## src/rtl/jk_pkg.sv

```systemverilog
// Shared defaults and JK excitation codes for the up/down counter slice.
package jk_pkg;
    localparam int WIDTH_DEF   = 4;
    localparam int MODULUS_DEF = 10;

    // {J,K} excitation codes
    localparam logic [1:0] HOLD   = 2'b00;
    localparam logic [1:0] RESET  = 2'b01;
    localparam logic [1:0] SET    = 2'b10;
    localparam logic [1:0] TOGGLE = 2'b11;
endpackage

```

## src/rtl/jk_updown_counter_jkff.sv

```systemverilog
// Single JK flip-flop with asynchronous active-high reset.
module jkff
    import jk_pkg::*;
(
    input  logic j,
    input  logic k,
    input  logic clk,
    input  logic rst,
    output logic q,
    output logic qbar
);
    always_ff @(posedge clk or posedge rst) begin
        if (rst) begin
            q <= 1'b0;
        end else begin
            case ({j, k})
                HOLD:    q <= q;
                RESET:   q <= 1'b0;
                SET:     q <= 1'b1;
                default: q <= ~q;
            endcase
        end
    end

    assign qbar = ~q;
endmodule

```

## src/rtl/jk_updown_counter.sv

```systemverilog
// Modulo-N up/down counter built on a JK flip-flop bank; this block only
// computes per-bit J/K excitation, the terminal-count decode and the wrap pulse.
module jk_updown_counter
    import jk_pkg::*;
#(
    parameter int WIDTH   = WIDTH_DEF,
    parameter int MODULUS = MODULUS_DEF
) (
    input  logic             clk,
    input  logic             rst,
    input  logic             en,
    input  logic             up,
    input  logic             load,
    input  logic [WIDTH-1:0] din,
    output logic [WIDTH-1:0] q,
    output logic             tc,
    output logic             wrap
);
    localparam logic [WIDTH:0]   MOD  = (WIDTH+1)'(MODULUS);
    localparam logic [WIDTH-1:0] MAXV = WIDTH'(MODULUS - 1);

    logic [WIDTH-1:0] qbar, jv, kv, din_eff, inc, dec, tgl;
    logic             is_zero, legal;

    assign is_zero = &qbar;
    assign legal   = ({1'b0, q} < MOD);
    assign din_eff = ({1'b0, din} < MOD) ? din : MAXV;
    assign inc     = q + 1'b1;
    assign dec     = q - 1'b1;

    // Ordinary steps toggle only the changing bits; wraps, loads and illegal
    // recovery drive an explicit set/reset target instead.
    always_comb begin
        jv  = '0;
        kv  = '0;
        tgl = '0;
        if (load) begin
            jv = din_eff;
            kv = ~din_eff;
        end else if (en) begin
            if (!legal) begin
                kv = '1;
            end else if (up) begin
                if (q == MAXV) begin
                    kv = '1;
                end else begin
                    tgl = q ^ inc;
                    jv  = tgl;
                    kv  = tgl;
                end
            end else begin
                if (is_zero) begin
                    jv = MAXV;
                    kv = ~MAXV;
                end else begin
                    tgl = q ^ dec;
                    jv  = tgl;
                    kv  = tgl;
                end
            end
        end
    end

    for (genvar i = 0; i < WIDTH; i++) begin : g_bit
        jkff u_ff (
            .j    (jv[i]),
            .k    (kv[i]),
            .clk  (clk),
            .rst  (rst),
            .q    (q[i]),
            .qbar (qbar[i])
        );
    end

    // rst gating keeps tc low while the bank is being held at zero
    assign tc = ~rst & en & ~load & ((up & (q == MAXV)) | (~up & is_zero));

    always_ff @(posedge clk or posedge rst) begin
        if (rst) wrap <= 1'b0;
        else     wrap <= tc;
    end
endmodule

```

## config.mk

```make
export PLATFORM = sky130hd
export DESIGN_NAME = jk_updown_counter
export DESIGN_NICKNAME = d
export VERILOG_FILES = /design/src/rtl/jk_pkg.sv /design/src/rtl/jk_updown_counter_jkff.sv /design/src/rtl/jk_updown_counter.sv
export SDC_FILE = /design/constraint.sdc
export NUM_CORES = 1
export LEC_CHECK = 0
export ABC_CLOCK_PERIOD_IN_PS = 3700
export BUFFER_PORTS_ARGS = -buffer_cell sky130_fd_sc_hd__buf_4
export CAP_MARGIN = 10
export CORE_AREA = 2 2 39 41
export CTS_CLUSTER_SIZE = 20
export DETAILED_ROUTE_END_ITERATION = 6
export DIE_AREA = 0 0 41 43
export PLACE_DENSITY = 0.8
export SLEW_MARGIN = 20
export SYNTH_ARGS = -nofsm -noshare
export SYNTH_HDL_FRONTEND = slang
export SYNTH_SLANG_ARGS = --single-unit
```

## constraint.sdc

```tcl
create_clock -name clk -period 3.7 [get_ports clk]
set_input_delay 0.74 -clock clk [delete_from_list [all_inputs] [get_ports clk]]
set_output_delay 0.74 -clock clk [all_outputs]
set_load 0.02 [all_outputs]
```

**Yosys cells after proc, flatten, opt, wreduce, memory -nomap -nowiden**

Index checks and enable logic that the tools add are counted.

- Output and inout bits: 6
- Flip-flop bits (word level): 5

- Add/sub/neg operators: 2
- Bitwise logic cells: 16
- Reductions and logical operators: 5
- Muxes and demuxes: 17
- Magnitude comparators: 2
- Equal/unequal tests: 9

Operators by type and width:

| kind | count |
|---|---|
| $mux W4 | 13 |
| $pmux W1 S3 | 4 |
| $eq A2 B1 Y1 const B | 4 |
| $eq A2 B2 Y1 const B | 4 |
| $logic_not A2 Y1 | 4 |
| $lt A4 B4 Y1 const B | 2 |
| $xor A4 B4 Y4 | 2 |
| $not A1 Y1 | 7 |
| $and A1 B1 Y1 | 5 |
| $add A4 B1 Y4 const B | 1 |
| $eq A4 B4 Y1 const B | 1 |
| $not A4 Y4 | 1 |
| $reduce_and A4 Y1 | 1 |
| $sub A4 B1 Y4 const B | 1 |
| $or A1 B1 Y1 | 1 |

**Logic depth before layout (Yosys ltp)**

Gate-level depths: netlist of run 1.

- Depth in word-level cells: 9
- Depth in mapped cells: 10
- Mapped depth without buffers: 9

**Hierarchy**

A second synthesis of run 1 with hierarchy kept.

- Cells, all modules: 97
- Area, all modules: 780.7 sq um

By module, submodules not included:

| module | sequential area each (sq um) | area each (sq um) | cells each | instances |
|---|---|---|---|---|
| jk_updown_counter | 25.0 | 430.4 | 57 | 1 |
| jkff | 25.0 | 87.6 | 10 | 4 |

**Least setup slack after synthesis of run 1**

Ideal clock, no wire load.

- Path kind: input to output
- From: input up
- To: output tc
- Stages on the path: 5
- Buffers on the path: 1
- Slack: 1.048 ns
- Data arrival time: 1.912 ns
- Cells stage by stage: buf_6 > nand2b_4 > nor2_1 > a31oi_1 > nor4b_1

- Word-level cells in the longest chain between the ends: 4

Ends and longest elaborated chain:

| element | RTL line | text |
|---|---|---|
| start, declared | jk_updown_counter.sv:12 | `input logic up,` |
| $not A1 Y1 | jk_updown_counter.sv:76 | `assign tc = ~rst & en & ~load & ((up & (q == MAXV)) \| (~up & is_zero));` |
| $and A1 B1 Y1 | jk_updown_counter.sv:76 |  |
| $or A1 B1 Y1 * | jk_updown_counter.sv:76 |  |
| $and A1 B1 Y1 * | jk_updown_counter.sv:76 |  |
| end, declared | jk_updown_counter.sv:16 | `output logic tc,` |

Every way passes the cells marked *; elsewhere a longest branch is shown, timed or not.

**Worst setup path after layout of run 1**

- From: register g_bit[1].u_ff.q
- To: output tc

- Word-level cells in the longest chain between the ends: 5

Ends and longest elaborated chain:

| element | RTL line | text |
|---|---|---|
| start, declared | jk_updown_counter_jkff.sv:9 | `output logic q,` |
| start signal, assigned | jk_updown_counter_jkff.sv:17 | `HOLD: q <= q;` |
| start signal, assigned | jk_updown_counter_jkff.sv:20 | `default: q <= ~q;` |
| $not A1 Y1 | jk_updown_counter_jkff.sv:25 | `assign qbar = ~q;` |
| $reduce_and A4 Y1 | jk_updown_counter.sv:25 | `assign is_zero = &qbar;` |
| $and A1 B1 Y1 | jk_updown_counter.sv:76 |  |
| $or A1 B1 Y1 * | jk_updown_counter.sv:76 |  |
| $and A1 B1 Y1 * | jk_updown_counter.sv:76 |  |

Marked as above.

==> results of run 1 <==
[critical path: cells and delay by family (launching register included)]
kind                       cells  cell delay [ns]
DFF                            1             0.50
and+or+nand+nor                3             0.48
buffers and inverters          2             0.34
adders and majority gates      1             0.22
AOI/OAI and AO/OA              1             0.06
[registers in the layout, indices dropped and copies added (netlist names)]
signal / flops
g_bit.u_ff.q: 4
wrap: 1
[placed cells by master (no fill, tap or decap), drive strengths merged]
cell type	synthesis	final
o21bai	1	1
or3b	1	1
a21oi	2	2
nand3	2	2
a221o	3	3
clkbuf	0	4
buf	7	14
a31oi	1	1
nand3b	2	2
nor3b	3	3
a211o	1	1
nor2	5	5
nor3	1	1
nand2	4	4
and2	1	1
nor2b	3	3
a22o	1	1
ha	11	11
dfrtp	5	5
a21boi	2	2
o32ai	1	1
o32a	1	1
o31a	2	2
nor4b	1	1
a22oi	2	2
xnor2	2	2
o21ai	3	3
o211ai	2	2
o31ai	2	2
inv	6	6
or3	1	1
nand2b	3	3
nand4b	1	1
[routing by layer]
layer,part of all wire (%),up-vias
li1,-,321
met1,44,304
met2,51,15
met3,2.7,2
met4,2.2,0
met5,0,-
[cell type report]
cell class,instances,area [µm²],share of cell area [%]
tap,16,20.0,2.43
inverter,6,22.5,2.73
sequential,5,125,15.2
multi-input combinational,65,526,63.7
timing repair buffer,14,105,12.7
clock buffer,4,26.3,3.19
[report_power, final]
part | internal, mW | switching, mW | total [mW] | leakage (nW)
Combinational | 0.172 | 0.189 | 0.360 | 0.309
Clock | 0.0409 | 0.0238 | 0.0647 | 0.0150
Sequential | 0.0765 | 0.0569 | 0.133 | 0.0633
[stage by stage]
| stage | setup slack, ns | hold slack, ns |
|---|---|---|
| 6_report | 1.10 | 0.398 |
| 5_1_grt | 0.927 | 0.406 |
| 4_1_cts | 1.08 | 0.398 |
| 3_5_place_dp | 1.15 | 0.661 |
| 3_3_place_gp | 1.21 | 0.652 |
| 2_1_floorplan | 1.05 | 0.519 |
[cells by family (layout without fill, tap and decap cells)]
| group | Yosys count | count (layout) | synth area share, % |
|---|---|---|---|
| xor+xnor | 2 | 2 | 2.40 |
| compound gates | 24 | 24 | 25.0 |
| flops | 5 | 5 | 17.1 |
| buf+inv | 13 | 24 | 11.0 |
| simple gates | 28 | 28 | 25.7 |
| fa+ha+maj | 11 | 11 | 18.8 |
[worst paths after layout]
path                                          endpoint  cells past startpoint  slack, ns                        start
max                                                 tc                      7       1.10  g_bit[1].u_ff.q$_DFFE_PP0P_
min                        g_bit[2].u_ff.q$_DFFE_PP0P_                      2       0.40                          rst
max reg2reg                g_bit[3].u_ff.q$_DFFE_PP0P_                      9       1.16  g_bit[1].u_ff.q$_DFFE_PP0P_
min reg2reg                             wrap$_DFF_PP0_                      1       0.68  g_bit[2].u_ff.q$_DFFE_PP0P_
max in group asynchronous  g_bit[0].u_ff.q$_DFFE_PP0P_                      2       3.13                          rst
min in group clk                        wrap$_DFF_PP0_                      2       0.67                          rst
==> Flow_metrics.wiki, run 1 <==
{| class="wikitable"
! Metric !! Value
|-
| Count leader, synth || sky130_fd_sc_hd__ha_1
|-
| Final routed DRC violation total || 0
|-
| CP Data Required Time || around 3.0 ns
|-
| Syn Area/Cell || 8.80 µm²
|-
| Wire length of the first global-routing pass || 2300 µm
|-
| Number of enable flip-flop cells after synthesis || 0
|-
| Root buf cell || sky130_fd_sc_hd__clkbuf_4
|-
| Tcrit/Tclk final || a little over two thirds
|-
| Count of distinct cell types in the synthesized netlist || 38
|-
| Signal arrival time at the worst endpoint || between 1.5 and 2 ns
|-
| Number of clock buffers inserted by TritonCTS || 3
|-
| Register area share after synthesis || 17.1%
|-
| Top_reg_cell synth || sky130_fd_sc_hd__dfrtp_1
|-
| Clock-pin slew reported for the worst setup and hold paths after clock tree synthesis || 0.04 ns
|-
| Non-filler cells, final || 110
|-
| Area post-placement || about 800 µm²
|-
| Vias per cell || 5.84
|-
| Share of final-layout standard cells stronger than drive strength 1 || 23.4%
|-
| Transition time at the pin with the least slew margin || 0.360 ns
|-
| Total negative setup slack || 0 ns
|-
| Die Area || between 1500 and 2000 µm²
|-
| Register bit count reported by yosys || 5
|-
| Violation count after the first detailed-route iteration || 14
|-
| Port bufs || 14
|-
| Clock sink count || 5
|-
| Overall die height || approximately 43 µm
|-
| TritonCTS clock tree || yes
|-
| Post-Synthesis Cell Area || 731 µm²
|-
| GR Util met1 || a little under a quarter
|-
| Initial antenna violation count || 0
|-
| CTS H-tree lvls || 1
|-
| Highest cell delay on the worst timing path || 0.50 ns
|-
| Pin count of the biggest net entering global routing || 17
|-
| Number of cells in the design after placement || 106
|-
| Number of global-route vias before repair || a little under 600
|-
| Worst Setup End Kind || output port
|-
| Slew Limit Fails || 0
|-
| Pwr per Cell Area || around 680 nW/µm²
|-
| Top cells by area, synth || sky130_fd_sc_hd__ha_1 (19%), sky130_fd_sc_hd__dfrtp_1 (17%), sky130_fd_sc_hd__a221o_1 (4.1%)
|-
| Routability-driven placement congestion ratio || 0.743
|-
| Maximum Capacitance Violations || 0
|-
| Diodes inserted || 0
|-
| Startpoint class of the critical path || register
|-
| Net count after synthesis || 103
|-
| Initial core utilization || roughly 53%
|-
| Core occupancy in the finished layout || 59.6%
|-
| Final-report setup violation count || 0
|-
| Routed wire length || 1410 µm
|-
| Worst hold-check path type || in2async
|-
| FP Rows || 14
|-
| Met3 capacity usage during global routing || under 10%
|-
| Setup repair after global routing missed its margin || false
|-
| Overall fraction of global-route tracks in use || 19.6%
|-
| Final HPWL DP || 1150 µm
|-
| Num ports || 15
|-
| Hold Buf Count CTS || 0
|-
| # resized after CTS || 0
|-
| Total number of vias || 642
|-
| Largest voltage drop on the vdd net || 0.000270 V
|-
| Buffer count from post-CTS setup fixing || 0
|-
| Number of nets in the finished design || 115
|-
| Overall power || 0.558 mW
|-
| Worst-path fanout max || 10
|-
| WL/cell || around 13 µm
|-
| Gr ovfl total || 0
|-
| Clock latency on the worst-skew pair || between 0.2 and 0.3 ns
|-
| CP max-delay cell || sky130_fd_sc_hd__dfrtp_1
|-
| Number of iterations in the first detailed-routing pass || 4
|-
| Final hold violations || 0
|-
| Routed Antenna Nets || 0
|-
| Max clock buf depth || 2
|-
| Outcome || finished, final reports clean
|-
| Largest clock skew in the final design || between 0.003 and 0.004 ns
|-
| Area share of the largest cell type after synthesis || 18.8%
|-
| Leakage power || slightly below 0.4 nW
|-
| Top cells by count, synth || sky130_fd_sc_hd__ha_1 (11), sky130_fd_sc_hd__inv_1 (6), sky130_fd_sc_hd__dfrtp_1 (5), sky130_fd_sc_hd__nor2_1 (5), sky130_fd_sc_hd__buf_4 (4)
|-
| Final min period || 2.60 ns
|-
| Area inside the core boundary || 1380 µm²
|-
| Crit Path Category || reg2out
|-
| Series of cell instances along the critical path || inv_1 -> ha_1 -> nand2b_4 -> nor2_1 -> a31oi_1 -> nor4b_1 -> buf_4
|-
| Fraction of registers with async set/reset || 100%
|-
| Achievable Freq || 385 MHz
|-
| Die Span X || around 40 µm
|-
| Area leader, netlist || sky130_fd_sc_hd__ha_1
|-
| Peak-usage layer in the global routing report || met2
|-
| Relative area change from synthesis to final layout || 12.8%
|-
| Met2 Usage GRT || 30.6%
|-
| Post-Synthesis Cells || 83
|-
| Fill cell total of the finished layout || 140
|-
| Post-route cell area || 825 µm²
|-
| Number of warnings issued by yosys || 0
|-
| Worst max-slew margin expressed relative to the limit || 76.0%
|}
Power figures use the tool's default switching activity.
==> inputs of run 2 (changes only) <==
--- a/config.mk
+++ b/config.mk
@@ -5,14 +5,13 @@
 export SDC_FILE = /design/constraint.sdc
 export NUM_CORES = 1
 export LEC_CHECK = 0
-export ABC_CLOCK_PERIOD_IN_PS = 3700
+export ABC_CLOCK_PERIOD_IN_PS = 2400
 export BUFFER_PORTS_ARGS = -buffer_cell sky130_fd_sc_hd__buf_4
 export CAP_MARGIN = 10
-export CORE_AREA = 2 2 39 41
+export CORE_UTILIZATION = 53
 export CTS_CLUSTER_SIZE = 20
 export DETAILED_ROUTE_END_ITERATION = 6
-export DIE_AREA = 0 0 41 43
-export PLACE_DENSITY = 0.8
+export PLACE_DENSITY = 0.78
 export SLEW_MARGIN = 20
 export SYNTH_ARGS = -nofsm -noshare
 export SYNTH_HDL_FRONTEND = slang
==> constraint.sdc (replaced) <==
create_clock -name clk -period 2.4 [get_ports clk]
set_input_delay 0.48 -clock clk [delete_from_list [all_inputs] [get_ports clk]]
set_output_delay 0.48 -clock clk [all_outputs]
set_load 0.02 [all_outputs]
==> run 2 against run 1 <==
- sequential share of layout area is 0.66 points lower
- wire length up 5.1%
- flip-flop and latch count stayed put
- critical path type is now reg2reg
==> Flow_metrics.wiki, run 2 (synthesized netlist as in run 1, its figures left out) <==
{| class="wikitable"
! Metric !! Value
|-
| Outcome || finished, final reports clean
|-
| Number of global-route vias before repair || roughly 560
|-
| Port bufs || 14
|-
| Maximum Capacitance Violations || 0
|-
| WL/cell || 13.1 µm
|-
| Root buf cell || sky130_fd_sc_hd__clkbuf_4
|-
| TritonCTS clock tree || yes
|-
| Slew Limit Fails || 0
|-
| Setup repair after global routing missed its margin || false
|-
| Series of cell instances along the critical path || ha_1 -> a211o_1 -> nand2_2 -> nand3_2 -> o31ai_1 -> ha_1 -> nor3b_1 -> a221o_1
|-
| Routed wire length || approximately 1500 µm
|-
| Largest clock skew in the final design || between 0.004 and 0.005 ns
|-
| Final-report setup violation count || 0
|-
| Clock latency on the worst-skew pair || between 0.2 and 0.3 ns
|-
| Pwr per Cell Area || approximately 1100 nW/µm²
|-
| Overall die height || 39.1 µm
|-
| Initial antenna violation count || 0
|-
| Die Area || between 1500 and 2000 µm²
|-
| Fill cell total of the finished layout || 113
|-
| Final routed DRC violation total || 0
|-
| Number of nets in the finished design || 119
|-
| Worst hold-check path type || in2async
|-
| Final hold violations || 0
|-
| Worst-case hold slack || 0.141 ns
|-
| Die Span X || 39.1 µm
|-
| Flip-flop count of the largest register, all copies and words added || 4
|-
| Final min period || 2.26 ns
|-
| Routed Antenna Nets || 0
|-
| Highest cell delay on the worst timing path || 0.41 ns
|-
| Leakage power || 0.406 nW
|-
| CP max-delay cell || sky130_fd_sc_hd__dfrtp_1
|-
| Area taken by multi-input logic gates || approximately 530 µm²
|-
| Tcrit/Tclk final || 94.1%
|-
| Pin count of the biggest net entering global routing || 17
|-
| Diodes inserted || 0
|-
| Final HPWL DP || 1140 µm
|-
| Clock sink count || 5
|-
| Overall fraction of global-route tracks in use || 22.9%
|-
| Total number of vias || approximately 650
|-
| Routability-driven placement congestion ratio || 0.736
|-
| Worst Setup End Kind || register
|-
| Wire length of the first global-routing pass || 2330 µm
|-
| Largest voltage drop on the vdd net || 0.000532 V
|-
| Initial core utilization || 56.9%
|-
| Cell mode on critical path || sky130_fd_sc_hd__ha_1
|-
| Num ports || 15
|-
| CP Data Required Time || 2.53 ns
|-
| Violation count after the first detailed-route iteration || 11
|-
| CTS H-tree lvls || 1
|-
| Max clock buf depth || 2
|-
| Relative area change from synthesis to final layout || 18.0%
|-
| Number of clock buffers inserted by TritonCTS || 3
|-
| Hold Buf Count CTS || 0
|-
| Number of iterations in the first detailed-routing pass || 4
|-
| Clock-pin slew reported for the worst setup and hold paths after clock tree synthesis || ~0.050 ns
|-
| Most frequent cells in the layout || sky130_fd_sc_hd__buf_4 (18), sky130_fd_sc_hd__ha_1 (10), sky130_fd_sc_hd__inv_1 (6)
|-
| Gr ovfl total || 0
|-
| Vias per cell || roughly 5.8
|-
| Achievable Freq || around 440 MHz
|-
| Share of final-layout standard cells stronger than drive strength 1 || between 20% and 30%
|-
| Area inside the core boundary || around 1300 µm²
|-
| Most flops, register || g_bit.u_ff.q
|-
| Worst-path fanout max || 5
|-
| Registers with the most flip-flops || g_bit.u_ff.q x4, wrap x1
|-
| Total negative setup slack || 0 ns
|-
| Worst max-slew margin expressed relative to the limit || 78.4%
|-
| Signal arrival time at the worst endpoint || ~2.4 ns
|-
| Crit Path Category || reg2reg
|-
| Transition time at the pin with the least slew margin || 0.323 ns
|-
| FP Rows || 13
|-
| Startpoint class of the critical path || register
|-
| Most common library cell in the layout ignoring fill and taps || sky130_fd_sc_hd__buf_4
|-
| Flip-flop and latch area || 125 µm²
|}
## run 2: cell types whose count changed in the layout (fill, tap and decap cells not counted), sizes merged
| cell | delta |
|---|---|
| buf | +4 |
## run 2: area by class of cell
cell class	count	area share [%]
multi-input cells	65	62.0
flip-flops and latches	5	14.5
repair buffers	18	15.7
clock buffers	4	3.05
inverters	6	2.61
well taps	15	2.18
## run 2: power by group
part	internal [mW]	switching, mW	leakage [nW]
Sequential	0.118	0.0584	0.0633
Combinational	0.318	0.338	0.328
Clock	0.0633	0.0409	0.0150
## run 2: path summary, 6_finish.rpt
check / startpoint / to / slack [ns] / cells after the start
max in group asynchronous: rst / g_bit[3].u_ff.q$_DFFE_PP0P_ / 2.08 / 2
worst min-delay path: rst / g_bit[2].u_ff.q$_DFFE_PP0P_ / 0.14 / 2
min in group clk: rst / wrap$_DFF_PP0_ / 0.41 / 2
worst min register to register: g_bit[2].u_ff.q$_DFFE_PP0P_ / wrap$_DFF_PP0_ / 0.69 / 1
worst max-delay path: g_bit[0].u_ff.q$_DFFE_PP0P_ / g_bit[1].u_ff.q$_DFFE_PP0P_ / 0.14 / 8
worst max register to register: g_bit[0].u_ff.q$_DFFE_PP0P_ / g_bit[1].u_ff.q$_DFFE_PP0P_ / 0.14 / 8
## run 2: repair_timing
item / 4_1_cts / 5_1_grt
buffers inserted: 0 / 1
resized for setup: 0 / 2
setup endpoints to repair: 0 / 4
## run 2: worst max-delay path: cells and delay by family (launching register included)
| family | cells | cell delay (ns) |
|---|---|---|
| compound gates | 3 | 0.84 |
| fa+ha+maj | 2 | 0.51 |
| flops | 1 | 0.41 |
| simple gates | 3 | 0.38 |
## run 2: layer usage
| metal | GRT usage [%] | wire length (µm) | vias up |
|---|---|---|---|
| met2 | 37.1 | 705 | 19 |
| met1 | 28.2 | 710 | 296 |
| met3 | 0 | 31 | 4 |
| met4 | 18.1 | 35 | 0 |
| met5 | 0 | 0 | - |
| li1 | - | - | 334 |
## run 2: stage by stage
stage / std cells / power [mW] / setup WS (ns) / cell area, µm² / util, %
after global placement: 108 / 0.772 / 0.143 / 820 / 63.8
after floorplan: 83 / 0.666 / 0.161 / 731 / -
after global routing: 113 / 1.01 / 0.00576 / 862 / 67.1
final: 113 / 0.937 / 0.142 / 862 / 67.1
after CTS: 112 / 0.890 / 0.109 / 846 / 65.8
after detailed placement: 108 / 0.784 / 0.125 / 820 / 63.8
==> inputs of run 3 (changes only) <==
--- a/config.mk
+++ b/config.mk
@@ -5,7 +5,7 @@
 export SDC_FILE = /design/constraint.sdc
 export NUM_CORES = 1
 export LEC_CHECK = 0
-export ABC_CLOCK_PERIOD_IN_PS = 2400
+export ABC_CLOCK_PERIOD_IN_PS = 2100
 export BUFFER_PORTS_ARGS = -buffer_cell sky130_fd_sc_hd__buf_4
 export CAP_MARGIN = 10
 export CORE_UTILIZATION = 53
==> constraint.sdc (replaced) <==
create_clock -name clk -period 2.1 [get_ports clk]
set_input_delay 0.42 -clock clk [delete_from_list [all_inputs] [get_ports clk]]
set_output_delay 0.42 -clock clk [all_outputs]
set_load 0.02 [all_outputs]
==> run 3 against run 2 <==
- the flow now finishes with violations (negative setup slack)
- critical path depth increased by 1
- clock-buffer cell count is 1 lower
- worst setup slack got worse by 0.30 ns
- total power grew 53%
- non-clock buffer count rose by 13
==> Flow_metrics.wiki, run 3 (synthesized netlist as in run 1, its figures left out) <==
{| class="wikitable"
! Metric !! Value
|-
| Pwr per Cell Area || 1340 nW/µm²
|-
| Most common library cell in the layout ignoring fill and taps || sky130_fd_sc_hd__buf_4
|-
| Flip-flop count of the largest register, all copies and words added || 4
|-
| Crit path from || g_bit[0].u_ff.q$_DFFE_PP0P_
|-
| Outcome || finished with violations
|-
| Routed wire length || 2210 µm
|-
| Num ports || 15
|-
| Gr ovfl total || 0
|-
| Transition time at the pin with the least slew margin || ~0.35 ns
|-
| Register share of total power || about 14%
|-
| Final routed DRC violation total || 0
|-
| Internal Pwr Total || 0.764 mW
|-
| Setup slack of the most critical reg-to-reg path || -0.16 ns
|-
| Vias per cell || 6.10
|-
| Largest clock skew in the final design || ~0.0012 ns
|-
| FP Rows || 13
|-
| Final-report setup violation count || 4
|-
| Worst Setup End Kind || register
|-
| Initial core utilization || 56.9%
|-
| Worst max-slew margin expressed relative to the limit || 76.9%
|-
| Share of final-layout standard cells stronger than drive strength 1 || around half
|-
| Setup repair after global routing missed its margin || true
|-
| Worst setup slack after placement || -0.128 ns
|-
| Tcrit/Tclk final || 107%
|-
| Max clock buf depth || 2
|-
| Number of clock buffers inserted by TritonCTS || 3
|-
| Root buf cell || sky130_fd_sc_hd__clkbuf_4
|-
| Final HPWL DP || approximately 1500 µm
|-
| Worst-path fanout max || 4
|-
| Critical Path Sink || g_bit[1].u_ff.q$_DFFE_PP0P_
|-
| Most flops, register || g_bit.u_ff.q
|-
| Clock sink count || 5
|-
| CP Data Required Time || 2.23 ns
|-
| Clock-pin slew reported for the worst setup and hold paths after clock tree synthesis || around 0.05 ns
|-
| Routed Antenna Nets || 0
|-
| Final WS setup || -0.155 ns
|-
| Diodes inserted || 0
|-
| CTS H-tree lvls || 1
|-
| Slew Limit Fails || 0
|-
| Reg2Reg Launch Point || g_bit[0].u_ff.q$_DFFE_PP0P_
|-
| Hold Buf Count CTS || 0
|-
| Routability-driven placement congestion ratio || 0.739
|-
| Relative area change from synthesis to final layout || 46.6%
|-
| Startpoint class of the critical path || register
|-
| Number of nets in the finished design || 132
|-
| Logic gate share of total power || between 70 and 80%
|-
| Signal arrival time at the worst endpoint || 2.39 ns
|-
| Sw Ratio || 46.8%
|-
| Fill cell total of the finished layout || 84
|-
| Number of iterations in the first detailed-routing pass || 4
|-
| Violated checks || negative setup slack
|-
| WL/cell || approximately 18 µm
|-
| Wire length of the first global-routing pass || 3240 µm
|-
| TritonCTS clock tree || yes
|-
| Initial antenna violation count || 0
|-
| Final hold violations || 0
|-
| Largest voltage drop on the vdd net || 0.000636 V
|-
| Clk pwr share || 8.5%
|-
| Worst hold-check path type || in2async
|-
| Total number of vias || 769
|-
| Clock latency on the worst-skew pair || 0.25 ns
|-
| Switching power || 0.671 mW
|-
| Overall fraction of global-route tracks in use || 31.9%
|-
| Violation count after the first detailed-route iteration || 20
|-
| Pin count of the biggest net entering global routing || 17
|-
| Port bufs || 14
|-
| Achievable Freq || 443 MHz
|-
| Die Span X || 39.1 µm
|-
| Worst Reg-to-Reg Cells || 9
|-
| Maximum Capacitance Violations || 0
|-
| Registers with the most flip-flops || g_bit.u_ff.q x4, wrap x1
|-
| Area inside the core boundary || 1280 µm²
|-
| Die Area || ~1500 µm²
|-
| Crit Path Category || reg2reg
|-
| Number of global-route vias before repair || about 730
|-
| Capture point of the worst reg-to-reg path || g_bit[1].u_ff.q$_DFFE_PP0P_
|-
| Worst-case hold slack || 0.0886 ns
|-
| Most frequent cells in the layout || sky130_fd_sc_hd__buf_4 (30), sky130_fd_sc_hd__ha_1 (9), sky130_fd_sc_hd__nor2_1 (4), sky130_fd_sc_hd__inv_1 (4), sky130_fd_sc_hd__dfrtp_1 (4)
|-
| Leakage power || approximately 0.50 nW
|-
| Final min period || 2.26 ns
|-
| Overall die height || 39.1 µm
|}
==> run 3: area by class of cell <==
type	count	area (µm²)	area share [%]
clock buffers	3	22.5	2.10
repair buffers	31	236	22.1
inverters	6	25.0	2.34
multi-input cells	65	637	59.5
flip-flops and latches	5	126	11.8
well taps	15	18.8	1.75
clock inverters	1	5.00	0.467
==> run 3: timing repair <==
action | in CTS | in global routing
endpoints found under the setup margin | 5 | 5
gates resized for setup | 11 | 6
setup buffers | 0 | 1
pin swaps | 7 | 4
==> run 3: power groups by stage <==
stage                     combinational [mW]  sequential, mW  clock [mW]
after detailed placement               0.917           0.198           0
after global placement                 0.879           0.193           0
after floorplan                        0.633           0.206           0
final                                   1.11           0.202       0.121
after global routing                    1.20           0.205       0.129
after CTS                              0.992           0.197       0.124
==> run 3: how the worst min path moves through the flow <==
stage                                        endpoint  slack (ns)  cells after the start
final                     g_bit[0].u_ff.q$_DFFE_PP0P_        0.09                      2
after global routing                   wrap$_DFF_PP0_        0.09                      2
after CTS                 g_bit[0].u_ff.q$_DFFE_PP0P_        0.09                      2
after detailed placement               wrap$_DFF_PP0_        0.36                      2
after global placement                 wrap$_DFF_PP0_        0.35                      2
after floorplan           g_bit[1].u_ff.q$_DFFE_PP0P_        0.20                      1
==> run 3: worst max-delay path: stages (launching register included) <==
cell	delay [ns]
sky130_fd_sc_hd__dfrtp_2	0.44
sky130_fd_sc_hd__inv_2	0.08
sky130_fd_sc_hd__ha_4	0.14
sky130_fd_sc_hd__nand2b_4	0.06
sky130_fd_sc_hd__or3_4	0.37
sky130_fd_sc_hd__nand4b_1	0.14
sky130_fd_sc_hd__o211ai_1	0.14
sky130_fd_sc_hd__ha_1	0.33
sky130_fd_sc_hd__nor3b_1	0.15
sky130_fd_sc_hd__a221o_1	0.28
==> run 3: stage by stage <==
| stage | util, % | cells | power [mW] | TNS (ns) | cell area, µm² |
|---|---|---|---|---|---|
| floorplan | - | 83 | 0.839 | -0.101 | 778 |
| global placement | 75.1 | 121 | 1.07 | -0.107 | 965 |
| detailed placement | 75.1 | 121 | 1.11 | -0.380 | 965 |
| CTS | 80.3 | 125 | 1.31 | -0.212 | 1030 |
| global route | 83.3 | 126 | 1.53 | -0.567 | 1070 |
| finish | 83.3 | 126 | 1.43 | -0.268 | 1070 |
==> run 3: per-layer routing <==
metal,vias to the layer above,global-route usage [%],routed length (µm)
li1,363,-,-
met4,0,25.9,62
met1,379,35.3,955
met3,8,6.94,78
met5,-,0,0
met2,19,51.2,1120
